### src/rtl/gauss3x3_conv_pipe.sv
// gauss3x3_conv_pipe
// ------------------
// A pipelined 3x3 convolution stage that sits between the window generator
// and the output writer. It accepts one 3x3 window per cycle. The window
// carries a border class (corner_type), which masks off the taps that fall
// outside the image. Each enabled tap is multiplied by a runtime-programmable
// coefficient. The products are summed and normalised by a runtime right
// shift, and the result is saturated to the pixel width.
//
// Pipeline (3 cycles from input transfer to out_valid):
//   S1: masked tap products plus the sample's shift amount
//   S2: three row sums
//   S3: total, shift, saturate -> data_out / out_valid
// All stages advance together. They advance when the output register is
// empty or is being drained (adv = !out_valid || out_ready).
//
// Optional build macro GAUSS_CONV_ROUND_EN: when defined, the normaliser
// rounds half-up before the shift. Otherwise it truncates.
//
// Ports:
//   clk, rst        clock, synchronous active-high reset
//   in_valid        window/corner_type/cfg_shift valid
//   in_ready        block accepts a window this cycle
//   win_data        9 taps, tap k = r*3+c at [k*DATA_WIDTH +: DATA_WIDTH]
//   corner_type     border class of the window
//   cfg_shift       normalisation right shift, sampled with the window
//   coef_wr_en      coefficient write strobe
//   coef_wr_addr    coefficient index 0..8 (9..15 ignored)
//   coef_wr_data    coefficient value
//   out_valid       data_out valid
//   out_ready       downstream accepts data_out
//   data_out        filtered pixel
module gauss3x3_conv_pipe #(
  parameter int DATA_WIDTH = 8,
  parameter int COEF_WIDTH = 4,
  parameter int ACC_WIDTH  = DATA_WIDTH + COEF_WIDTH + 4
) (
  input  logic                    clk,
  input  logic                    rst,
  input  logic                    in_valid,
  output logic                    in_ready,
  input  logic [9*DATA_WIDTH-1:0] win_data,
  input  logic [3:0]              corner_type,
  input  logic [3:0]              cfg_shift,
  input  logic                    coef_wr_en,
  input  logic [3:0]              coef_wr_addr,
  input  logic [COEF_WIDTH-1:0]   coef_wr_data,
  output logic                    out_valid,
  input  logic                    out_ready,
  output logic [DATA_WIDTH-1:0]   data_out
);

  localparam int PROD_WIDTH = DATA_WIDTH + COEF_WIDTH;

  logic                  adv;
  logic [COEF_WIDTH-1:0] coef [9];
  logic [8:0]            tap_mask;
  logic [PROD_WIDTH-1:0] prod_next [9];

  logic                  s1_valid;
  logic [PROD_WIDTH-1:0] s1_prod [9];
  logic [3:0]            s1_shift;

  logic                  s2_valid;
  logic [ACC_WIDTH-1:0]  s2_row [3];
  logic [3:0]            s2_shift;

  logic [ACC_WIDTH-1:0]  total;
  logic [ACC_WIDTH:0]    res;
  logic [DATA_WIDTH-1:0] sat;

  // The default kernel is the classic 1-2-1 / 2-4-2 / 1-2-1 Gaussian.
  function automatic logic [COEF_WIDTH-1:0] default_coef(input int k);
    if (k == 4)          return COEF_WIDTH'(4);
    else if (k % 2 == 1) return COEF_WIDTH'(2);
    else                 return COEF_WIDTH'(1);
  endfunction

  // A single advance signal stalls every stage at once. A stalled output
  // therefore never loses data, and the window generator is held off
  // through in_ready.
  assign adv      = !out_valid || out_ready;
  assign in_ready = adv;

  // The coefficient bank is written regardless of stall. Out-of-range
  // addresses are dropped. A window accepted on the same edge reads the old
  // value, because S1 samples coef before this register updates.
  always_ff @(posedge clk) begin
    if (rst) begin
      for (int k = 0; k < 9; k++) coef[k] <= default_coef(k);
    end else if (coef_wr_en && coef_wr_addr < 4'd9) begin
      coef[coef_wr_addr] <= coef_wr_data;
    end
  end

  // Each border class enables the taps that lie inside the image.
  // Class 0 disables everything, so the output is 0. Classes 7..15 are
  // interior windows.
  always_comb begin
    tap_mask = 9'h1ff;
    case (corner_type)
      4'd0:    tap_mask = 9'b000_000_000;
      4'd1:    tap_mask = 9'b000_011_011;
      4'd2:    tap_mask = 9'b000_110_110;
      4'd3:    tap_mask = 9'b011_011_011;
      4'd4:    tap_mask = 9'b110_110_110;
      4'd5:    tap_mask = 9'b011_011_000;
      4'd6:    tap_mask = 9'b110_110_000;
      default: tap_mask = 9'h1ff;
    endcase
  end

  // Full-width products of tap and coefficient. A masked tap contributes 0.
  always_comb begin
    for (int k = 0; k < 9; k++) begin
      prod_next[k] = '0;
      if (tap_mask[k])
        prod_next[k] = PROD_WIDTH'(win_data[k*DATA_WIDTH +: DATA_WIDTH]) *
                       PROD_WIDTH'(coef[k]);
    end
  end

  // The final adder tree and the normaliser. When rounding is enabled, half
  // an LSB of the shifted result is added first. A zero shift passes the
  // total straight through. Saturation looks only at the shifted value.
  always_comb begin
    total = s2_row[0] + s2_row[1] + s2_row[2];
`ifdef GAUSS_CONV_ROUND_EN
    if (s2_shift != 4'd0)
      res = ({1'b0, total} + ((ACC_WIDTH+1)'(1) << (s2_shift - 4'd1))) >> s2_shift;
    else
      res = {1'b0, total};
`else
    res = {1'b0, total} >> s2_shift;
`endif
    if (|res[ACC_WIDTH:DATA_WIDTH]) sat = '1;
    else                            sat = res[DATA_WIDTH-1:0];
  end

  // The three pipeline stages share a single advance. Reset clears every
  // valid flag, so in-flight samples are simply forgotten. data_out is
  // loaded only by real samples, which keeps it quiet during bubbles.
  always_ff @(posedge clk) begin
    if (rst) begin
      s1_valid  <= 1'b0;
      s2_valid  <= 1'b0;
      out_valid <= 1'b0;
      data_out  <= '0;
      s1_shift  <= '0;
      s2_shift  <= '0;
      for (int k = 0; k < 9; k++) s1_prod[k] <= '0;
      for (int r = 0; r < 3; r++) s2_row[r] <= '0;
    end else if (adv) begin
      s1_valid <= in_valid;
      s1_prod  <= prod_next;
      s1_shift <= cfg_shift;

      s2_valid <= s1_valid;
      s2_shift <= s1_shift;
      for (int r = 0; r < 3; r++)
        s2_row[r] <= ACC_WIDTH'(s1_prod[3*r]) + ACC_WIDTH'(s1_prod[3*r+1]) +
                     ACC_WIDTH'(s1_prod[3*r+2]);

      out_valid <= s2_valid;
      if (s2_valid) data_out <= sat;
    end
  end

endmodule
### config.mk
export PLATFORM = sky130hd
export DESIGN_NAME = gauss3x3_conv_pipe
export DESIGN_NICKNAME = d
export VERILOG_FILES = /design/src/rtl/gauss3x3_conv_pipe.sv
export SDC_FILE = /design/constraint.sdc
export NUM_CORES = 1
export LEC_CHECK = 0
export CAP_MARGIN = 40
export CORE_MARGIN = 2
export CORE_UTILIZATION = 45
export CTS_CLUSTER_DIAMETER = 80
export DETAILED_ROUTE_END_ITERATION = 7
export PLACE_DENSITY_LB_ADDON = 0.25
export SLEW_MARGIN = 25
export SYNTH_ARGS = -nofsm -noshare
export SYNTH_HDL_FRONTEND = slang
export SYNTH_SLANG_ARGS = --single-unit
### constraint.sdc
create_clock -name clk -period 8.6 [get_ports clk]
set_clock_uncertainty 0.15 [all_clocks]
set_input_delay 1.29 -clock clk [delete_from_list [all_inputs] [get_ports clk]]
set_output_delay 1.29 -clock clk [all_outputs]
set_load 0.02 [all_outputs]
==> impl_metrics.csv, run 1 <==
group,metric,value,unit
status,outcome,"complete, no violations",
logic_synthesis,ys_warn_count,0,
logic_synthesis,synth-xor-area-share,3.862,%
route,drt_iter0_drc,726,
logic_synthesis,synth_cell_types,70,
power,p_leak,9.632,nW
route,antenna_left,0,
worst_hold_path,min-delay-start,"s1_shift[0]",
global_routing,grt_pass1_wl,69120,um
cts,post-cts-setup-buffers,0,
global_routing,grt_max_degree,66,
timing,finalCritPeriodShare,52.99,%
placement,io_buffers,102,
global_routing,met1_usage,27.71,%
layout,layout_commonest_cell,"nand2_1",
timing,setup_tns,0,ns
power,ir_drop,0.1608,mV
power,pwr_density_cell,208.5,nW/um^2
floorplanning,die_w,206.0,um
worst_hold_path,holdCritPathClass,"register to register",
cts,cts_tree,"built",
logic_synthesis,synthAdderAreaFrac,30.60,%
cts,clk_latency,0.52,ns
floorplanning,pin_count,103,
placement,place.detailed.hpwl,34000,um
cts,cts-buffers-inserted,23,
route,viasPerCell,5.289,
global_routing,busiest_layer,"met2",
critical_path,endpoint_kind,"register",
critical_path,worstPathArrival,4.87,ns
logic_synthesis,async_flop_share,0,%
job,cap_violations,0,
critical_path,cp_data_required_time,8.91,ns
critical_path,r2r-end,"data_out[4]",
logic_synthesis,synth_area_per_cell,9.139,sq um
route,wl,42320,um
timing,finalWorstPathRequiredPeriod,4.557,ns
worst_hold_path,hold_depth,2,
worst_hold_path,hold_end,"s1_shift[0]",
route,num_vias,14053,
logic_synthesis,synth-edff-count,78,
global_routing,antenna_found_initial,8,
layout,fin_nets,2551,
layout,final_cell_mix,"302 x nand2_1, 238 x inv_1, 190 x ha_1, 162 x fa_1, 137 x and2_1",
layout,area_delta_synth_final,12.43,%
cts,cts.htree.levels,1,
floorplanning,die_h,206.0,um
placement,place.gp.congestion,0.8686,
timing,slew_headroom,41.83,%
global_routing,grt-ovfl-total,0,
critical_path,regToRegSetupSlack,4.17,ns
logic_synthesis,synth_compound_area_share,13.71,%
timing,worst_pin_slew,0.8698,ns
cts,root_buffer,"clkbuf_16",
global_routing,use_met3,2.665,%
logic_synthesis,syn-num-nets,2455,
cts,cts_buffer_depth,3,
global_routing,grt_usage,20.42,%
cts,postCtsHoldBufs,0,
critical_path,r2r_cells,12,
critical_path,crit_fanout,4,
route,avgRoutedWirePerCell,15.93,um
power,power.total,0.004307,W
timing,slew_viol_final,0,
timing,rsz0062_at_grt,"false",
critical_path,crit_type,"primary input to register",
logic_synthesis,syn_inst,2010,
logic_synthesis,ys_seq_area_share,26.59,%
logic_synthesis,synth_flop_cell,"dfxtp_1",
floorplanning,core,40550,sq um
layout,drive_gt1_share,3.583,%
timing,setup_violations,0,
global_routing,grt_pass1_vias,13757,
timing,hold_viol_final,0,
logic_synthesis,synth-simple-area-share,17.74,%
critical_path,cp-start-kind,"primary input",
logic_synthesis,netlist_area,18370,sq um
logic_synthesis,synth-seq-cells,205,
floorplanning,rows,74,
critical_path,r2r_start,"s2_row[0][15]",
logic_synthesis,synth_top_family_by_area,"adder cells",
logic_synthesis,muxShareOfSynthArea,1.594,%
cts,cts.sinks,205,
timing,fmax,0.2194,GHz
cts,cts_resized,0,
route,first_pass_iters,7,
cts,clkTransAtPathRegs,0.06,ns
floorplanning,die-area,42450,sq um
route,post-route-drc-count,0,
global_routing,use_met2,33.68,%
floorplanning,initial_core_util,45.29,%
[how the worst max path moves through the flow]
stage / from / to / cells past startpoint
floorplan: win_data[2] / s1_prod[107] / 14
global placement: win_data[65] / s1_prod[10] / 15
detailed placement: win_data[56] / s1_prod[23] / 15
CTS: win_data[56] / s1_prod[23] / 15
global route: win_data[56] / s1_prod[23] / 15
finish: win_data[56] / s1_prod[23] / 15
[final cells by class]
type                       count  area [sq um]
antenna                        4         10.01
fill                        3788         19900
multi-input combinational   1523         12410
clock buffer                  32         620.6
clock inverter                 8         52.55
timing repair buffer         113          1111
sequential                   205          4885
inverter                     240         900.9
tap                          532         665.6
[critical path: stages]
cell and delay (ns):
clkdlybuf4s50_1 0.54, nand2_1 0.10, fa_1 0.51, fa_1 0.60, inv_1 0.06, ha_1 0.29
a21o_1 0.18, a21oi_1 0.21, o21ai_0 0.11, a21oi_1 0.22, o21bai_1 0.09, a21oi_1 0.22
o21bai_1 0.10, mux2_2 0.27, nand3_1 0.07
[Yosys cell counts (all sizes together), types with 21 or more instances]
library cell / count / area [sq um]
a21o: 33 / 249.0
a21oi: 97 / 493.0
a22o: 44 / 385.4
and2: 138 / 864.6
clkbuf: 37 / 158.9
dfxtp: 127 / 2542
edfxtp: 78 / 2342
fa: 162 / 3243
ha: 190 / 2377
inv: 239 / 897.1
nand2: 302 / 1134
nand3: 27 / 135.1
nor2: 79 / 296.5
nor2b: 24 / 150.1
nor3: 24 / 120.1
o21ai: 115 / 575.6
o21bai: 21 / 157.7
xnor2: 54 / 473.0
xor2: 27 / 236.5
[power by group]
| part | switching (W) | internal, W | leakage [nW] | total [W] |
|---|---|---|---|---|
| Combinational | 0.00114 | 0.000922 | 7.41 | 0.00207 |
| Clock | 0.000404 | 0.000506 | 0.336 | 0.000910 |
| Sequential | 0.000146 | 0.00119 | 1.89 | 0.00133 |
| Total | 0.00169 | 0.00261 | 9.63 | 0.00431 |
[state kept, by name, indices dropped and copies added (netlist names)]
signal     cells
coef          36
data_out       8
out_valid      1
s1_prod      108
s1_shift       4
s1_valid       1
s2_row        42
s2_shift       4
s2_valid       1
[cells by family after synthesis]
family,count (synthesis)
adders and majority gates,352
muxes,25
buffers and inverters,282
and+or+nand+nor,673
AOI/OAI and AO/OA,392
DFF,205
xor gates and xnor gates,81
[through the flow]
| step | util [%] | instance area [sq um] | setup slack (ns) | std cells | hold WS [ns] |
|---|---|---|---|---|---|
| 2_1_floorplan | - | 18370 | 4.273 | 2010 | 0.2821 |
| 3_3_place_gp | 49.13 | 19920 | 3.588 | 2608 | 0.2938 |
| 3_5_place_dp | 49.21 | 19960 | 3.516 | 2611 | 0.2987 |
| 4_1_cts | 50.87 | 20630 | 4.038 | 2651 | 0.3095 |
| 5_1_grt | 50.91 | 20650 | 3.752 | 2655 | 0.3282 |
| 6_report | 50.93 | 20650 | 4.043 | 2657 | 0.3063 |
[metal layers]
metal | vias up | routed length [um]
met3 | 71 | 1874
met2 | 273 | 19440
met1 | 6763 | 19550
met4 | 4 | 1430
li1 | 6942 | -
met5 | - | 23
Power figures use the tool's default switching activity.
==> run 2: changes to the inputs <==
==> constraint.sdc (replaced) <==
create_clock -name clk -period 4.25 [get_ports clk]
set_clock_uncertainty 0.15 [all_clocks]
set_input_delay 0.6375 -clock clk [delete_from_list [all_inputs] [get_ports clk]]
set_output_delay 0.6375 -clock clk [all_outputs]
set_load 0.02 [all_outputs]
==> run 2 against run 1 <==
  * Sequential power rose by 100%
  * Power grew 120%
  * Utilization grew 2.4 points
  * Combinational power increased by 130%
  * Largest cell class unchanged
  * Die area unchanged
  * Setup slack worse by 3.9 ns
  * Routed wire length up 4.1%
  * First-iteration DRC count grew 7.4%
  * Final cell count rose by 3.5%
  * Non-clock buffer count increased by 87
  * Via count grew 2.5%
==> impl_metrics.csv, run 2 (synthesis gave the netlist of run 1 again) <==
group,metric,value,unit
floorplanning,core,40550,sq um
placement,io_buffers,102,
critical_path,cp_data_required_time,4.51,ns
cts,postCtsHoldBufs,0,
route,dr_wl_met3,2041,um
critical_path,path_cells,"inv_1 -> fa_1 -> inv_1 -> ha_1 -> a21o_2 -> a211oi_4 -> o2111ai_1 -> nor3b_2 -> mux4_2 -> or2_0 -> o31a_1 -> nor4_4 -> buf_4 -> a211oi_1",
route,avgRoutedWirePerCell,16.01,um
timing,fmax,0.2445,GHz
timing,setup_violations,0,
critical_path,crit_fanout,7,
floorplanning,die-area,42450,sq um
floorplanning,rows,74,
timing,hold_viol_final,0,
timing,worst_pin_slew,0.8244,ns
floorplanning,initial_core_util,45.29,%
floorplanning,pin_count,103,
global_routing,grt-ovfl-total,0,
placement,place.detailed.hpwl,35620,um
cts,clkTransAtPathRegs,0.06,ns
layout,final_cell_mix,"302 x nand2_1, 238 x inv_1, 190 x ha_1, 161 x fa_1, 137 x and2_1",
route,viasPerCell,5.236,
critical_path,critPathTopFamily,"compound AO/OA/AOI/OAI gates",
placement,place_ws,-0.07140,ns
timing,slew_viol_final,0,
cts,cts.sinks,205,
layout,reg.largest.list,"s1_prod (108), s2_row (42), coef (36)",
timing,fin_ws,0.1607,ns
floorplanning,die_h,206.0,um
power,p_leak,10.18,nW
global_routing,grt_max_degree,67,
route,first_pass_iters,5,
power,pwr_density_cell,446.5,nW/um^2
critical_path,cp-start-kind,"register",
cts,cts-buffers-inserted,26,
route,wl_met2,21070,um
job,cap_violations,0,
critical_path,worstPathArrival,4.35,ns
timing,finalCritPeriodShare,96.22,%
cts,cts_tree,"built",
route,drt_iter0_drc,780,
route,antenna_left,0,
cts,cts_buffer_depth,3,
route,wl_met1,19870,um
layout,area_delta_synth_final,17.63,%
power,ir_drop,0.3856,mV
layout,drive_gt1_share,8.439,%
cts,root_buffer,"clkbuf_16",
floorplanning,die_w,206.0,um
critical_path,crit_type,"register to register",
route,post-route-drc-count,0,
route,top_layer_used,"met5",
timing,setup_tns,0,ns
cts,cts.htree.levels,1,
route,num_vias,14405,
global_routing,grt_usage,21.30,%
critical_path,cp_num_buf_inv,3,
layout,largest_register,"s1_prod",
timing,finalWorstPathRequiredPeriod,4.089,ns
global_routing,antenna_found_initial,4,
layout,utilization,53.28,%
layout,largest_register_ffs,108,
critical_path,path_common_cell,"inv_1",
timing,slew_headroom,44.87,%
worst_hold_path,holdCritPathClass,"register to register",
global_routing,grt_pass1_vias,14160,
layout,layout_commonest_cell,"nand2_1",
route,wl,44060,um
cts,clk_latency,0.54,ns
critical_path,cp_slowest_cell,"fa_1",
critical_path,critical-path-max-stage-delay,0.53,ns
layout,fin_nets,2641,
global_routing,grt_pass1_wl,71870,um
critical_path,endpoint_kind,"register",
status,outcome,"complete, no violations",
placement,place.gp.congestion,0.8824,
[run 2: per-stage QoR]
step	instance area, sq um	total power (W)	hold slack [ns]	std cells
6_report	21610	0.009647	0.3049	2751
5_1_grt	21600	0.01041	0.3262	2748
4_1_cts	21500	0.009599	0.3119	2744
3_5_place_dp	20590	0.007259	0.3032	2694
3_3_place_gp	20550	0.007192	0.2925	2692
2_1_floorplan	18370	0.005830	0.2821	2010
[run 2: where the power goes]
group	total (W)	internal, W	switching, W
registers	0.00269	0.00240	0.000293
logic	0.00470	0.00221	0.00248
clock network	0.00226	0.00136	0.000894
[run 2: per-layer routing]
layer,vias to the layer above,GRT usage (%)
met1,6916,28.26
met4,4,5.459
li1,7143,-
met3,63,2.949
met2,279,36.55
met5,-,0
[run 2: path summary, 6_finish.rpt]
path / slack (ns) / cells past startpoint / endpoint / startpoint
hold / removal: 0.30 / 2 / s1_shift[2] / s1_shift[2]
setup reg to reg: 0.16 / 14 / data_out[7] / s2_row[0][5]
hold reg to reg: 0.30 / 2 / s1_shift[2] / s1_shift[2]
setup / recovery: 0.16 / 14 / data_out[7] / s2_row[0][5]
[run 2: what timing repair did]
item,CTS,global route
resized for setup,0,14
setup buffers,2,3
pin swaps,1,7
endpoints found under the setup margin,5,8
[run 2: final cells by class]
type / instances / area [sq um]
fillers: 3737 / 18950
multi-input cells: 1523 / 12480
flip-flops and latches: 205 / 4885
repair buffers: 200 / 1774
inverters: 240 / 900.9
clock buffers: 37 / 828.3
well taps: 532 / 665.6
clock inverters: 11 / 68.82
diodes: 3 / 7.507
[run 2: tightest hold or removal path, stage by stage, from the launching register on]
cell     delay [ns]
dfxtp_1        0.31
nand2_1        0.05
a21oi_1        0.05
==> run 3: changes to the inputs <==
--- a/config.mk
+++ b/config.mk
@@ -5,6 +5,7 @@
 export SDC_FILE = /design/constraint.sdc
 export NUM_CORES = 1
 export LEC_CHECK = 0
+export ABC_AREA = 1
 export CAP_MARGIN = 40
 export CORE_MARGIN = 2
 export CORE_UTILIZATION = 45
==> run 3 against run 2 <==
  * Synthesized cell count rose by 21%
  * Register-to-register slack improved by 0.48 ns
  * Final cell count is 12% higher
  * Via count up 6.6%
  * Clock power barely moved
  * Critical path type is now primary input to register
  * Highest routed layer is now met4
==> impl_metrics.csv, run 3 <==
group,metric,value,unit
logic_synthesis,yosys-top-cells-count,"668 x nand2_1, 468 x inv_1, 190 x ha_1, 162 x fa_1, 152 x nor2_1",
route,post-route-drc-count,0,
logic_synthesis,async_flop_share,0,%
cts,cts.htree.levels,1,
critical_path,path_common_cell,"nand2_1",
power,pwr-share-clk,25.7,%
cts,post-cts-setup-buffers,0,
route,num_vias,15361,
layout,ff_latch_area,4885,sq um
logic_synthesis,synth-edff-count,78,
critical_path,endpoint_kind,"register",
floorplanning,die_w,207.5,um
logic_synthesis,synth-simple-area-share,21.25,%
logic_synthesis,synth-seq-cells,205,
power,ir_drop,0.2353,mV
layout,final_cell_mix,"668 x nand2_1, 467 x inv_1, 190 x ha_1, 162 x fa_1, 151 x nor2_1",
critical_path,r2r-end,"s1_prod[23]",
global_routing,grt-ovfl-total,0,
layout,utilization,51.81,%
floorplanning,die_h,207.5,um
logic_synthesis,synth_cell_types,42,
route,avgRoutedWirePerCell,14.22,um
power,p_comb_share,44.4,%
critical_path,cp-start-kind,"primary input",
global_routing,grt_max_degree,61,
timing,setup_violations,0,
critical_path,critical-path-max-stage-delay,0.55,ns
logic_synthesis,synthAdderAreaFrac,30.17,%
logic_synthesis,muxShareOfSynthArea,0,%
placement,place.gp.congestion,0.8602,
route,dr_wl_met3,1867,um
logic_synthesis,syn_inst,2434,
logic_synthesis,synth_top_area_share,17.41,%
critical_path,cp_data_required_time,4.54,ns
logic_synthesis,synth_top_family_by_area,"adder cells",
power,swShare,40.09,%
layout,design_area,21160,sq um
route,top_layer_used,"met4",
cts,cts_tree,"built",
worst_hold_path,holdCritPathClass,"register to register",
layout,diodes,0,
timing,rsz0062_at_grt,"false",
job,cap_violations,0,
cts,cts.sinks,205,
critical_path,critPathTopFamily,"adder cells",
power,switchingPower,0.003562,W
critical_path,cp_num_buf_inv,2,
logic_synthesis,synth_area_leaders,"fa_1 17%, dfxtp_1 14%, nand2_1 13%",
logic_synthesis,synth_flop_cell,"dfxtp_1",
floorplanning,rows,74,
placement,placed_area,20260,sq um
critical_path,cp_slowest_cell,"fa_1",
critical_path,crit_type,"primary input to register",
logic_synthesis,syn-num-nets,2879,
logic_synthesis,synth_top_cell_by_area,"fa_1",
route,viasPerCell,5.002,
critical_path,crit_fanout,4,
worst_hold_path,hold_depth,2,
cts,cts_resized,0,
critical_path,r2r_cells,18,
cts,clkTransAtPathRegs,0.06,ns
floorplanning,initial_core_util,45.63,%
timing,finalCritPeriodShare,87.01,%
global_routing,grt_usage,20.52,%
power,pwr-share-seq,29.9,%
global_routing,grt_pass1_vias,15131,
global_routing,grt_pass1_wl,72980,um
layout,largest_register_ffs,108,
power,pwr_density_cell,419.9,nW/um^2
timing,fmax,0.2704,GHz
timing,slew_headroom,43.26,%
power,p_leak,11.20,nW
global_routing,antenna_found_initial,1,
timing,setup_tns,0,ns
timing,slew_viol_final,0,
layout,nFillCells,3926,
critical_path,regToRegSetupSlack,0.64,ns
layout,fin_nets,2964,
cts,clk_latency,0.55,ns
worst_hold_path,min-delay-start,"data_out[2]",
critical_path,r2r_start,"coef[7][3]",
logic_synthesis,synth_area_per_cell,7.654,sq um
layout,reg.largest.list,"s1_prod (108), s2_row (42), coef (36)",
placement,place.detailed.hpwl,35780,um
critical_path,path_cells,"clkdlybuf4s50_1 -> nand2_1 -> fa_1 -> inv_1 -> fa_1 -> ha_1 -> a21oi_1 -> nand2_1 -> nand2_1 -> nand2_1 -> a21oi_1 -> nor2_1 -> nor2_1 -> o21bai_1 -> nand2_1 -> a21boi_0 -> nor2_1 -> nand2_1 -> nand3_1 -> nand2_1",
route,wl_met1,20660,um
logic_synthesis,netlist_area,18630,sq um
power,p_int,0.005322,W
route,antenna_left,0,
logic_synthesis,ys_seq_area_share,26.22,%
cts,cts_buffer_depth,3,
timing,finalWorstPathRequiredPeriod,3.698,ns
timing,worst_pin_slew,0.8459,ns
floorplanning,core,40830,sq um
placement,io_buffers,102,
logic_synthesis,synth-xor-area-share,0.9335,%
layout,largest_register,"s1_prod",
timing,hold_viol_final,0,
layout,multiInputGateArea,11690,sq um
critical_path,worstPathArrival,3.99,ns
logic_synthesis,synth_compound_area_share,10.34,%
layout,area_delta_synth_final,13.56,%
logic_synthesis,yosys.cell_count.top_type,"nand2_1",
route,wl_met2,19930,um
status,outcome,"complete, no violations",
worst_hold_path,hold_end,"data_out[2]",
route,first_pass_iters,6,
cts,root_buffer,"clkbuf_16",
floorplanning,pin_count,103,
cts,cts-buffers-inserted,26,
layout,layout_commonest_cell,"nand2_1",
floorplanning,die-area,43040,sq um
route,drt_iter0_drc,944,
logic_synthesis,ys_warn_count,0,
layout,drive_gt1_share,3.860,%
cts,postCtsHoldBufs,0,
route,wl,43680,um
power,power.total,0.008884,W
-- run 3: changes by cell type after synthesis, moves of 19 or more --
| cell | delta |
|---|---|
| nor2_1 | +73 |
| o21ai_0 | +24 |
| xnor2_1 | -52 |
| nand2_1 | +366 |
| inv_1 | +230 |
| nand3_1 | +76 |
| a21o_1 | -30 |
| clkbuf_1 | +19 |
| nor2b_1 | -24 |
| and2_1 | -136 |
-- run 3: routing by layer --
metal | global-route usage [%] | up-vias
met5 | 0 | -
met4 | 5.665 | 0
met3 | 2.799 | 68
met2 | 34.07 | 246
met1 | 28.11 | 7241
li1 | - | 7806
-- run 3: final cells by class --
type | instances | share of cell area (%)
Clock buffer | 37 | 3.667
Clock inverter | 11 | 0.5855
Timing Repair Buffer | 122 | 5.725
Sequential cell | 205 | 23.09
Inverter | 482 | 8.552
Tap cell | 532 | 3.146
Multi-Input combinational cell | 1682 | 55.24
-- run 3: worst max-delay path by stage --
stage               slack (ns)          from  cells after the start     endpoint
floorplan                 0.80  win_data[56]                     18  s1_prod[23]
global placement          0.07  win_data[49]                     20  s1_prod[35]
detailed placement        0.02  win_data[27]                     19  s1_prod[71]
CTS                       0.59  win_data[57]                     19  s1_prod[23]
global route              0.21  win_data[27]                     20  s1_prod[71]
finish                    0.55  win_data[27]                     20  s1_prod[71]
-- run 3: worst register-to-register path: cells and delay by family, from the launching register on --
| family | cells | cell delay [ns] |
|---|---|---|
| buffers and inverters | 1 | 0.06 |
| adders and majority gates | 3 | 1.41 |
| DFF | 1 | 0.51 |
| AOI/OAI and AO/OA | 4 | 0.56 |
| and+or+nand+nor | 10 | 0.82 |
-- run 3: cells by family (layout without fill, tap and decap cells) --
group,count (synthesis),in the layout
simple gates,976,976
buf+inv,547,652
fa+ha+maj,352,352
compound gates,335,335
flops,205,205
xor+xnor,19,19
-- run 3: metrics by stage --
| step | setup slack [ns] | std cells | hold slack, ns |
|---|---|---|---|
| floorplan | 0.8037 | 2434 | 0.2938 |
| global placement | 0.07395 | 3021 | 0.3021 |
| detailed placement | 0.01909 | 3023 | 0.3115 |
| CTS | 0.5871 | 3071 | 0.3203 |
| global route | 0.2132 | 3071 | 0.3486 |
| finish | 0.5520 | 3071 | 0.3142 |
-- run 3: power by group through the flow --
stage | clock, W | sequential, W | combinational [W]
final | 0.00228 | 0.00266 | 0.00394
after global routing | 0.00241 | 0.00270 | 0.00458
after CTS | 0.00233 | 0.00267 | 0.00396
after detailed placement | 0 | 0.00271 | 0.00392
after global placement | 0 | 0.00270 | 0.00387
after floorplan | 0 | 0.00256 | 0.00306
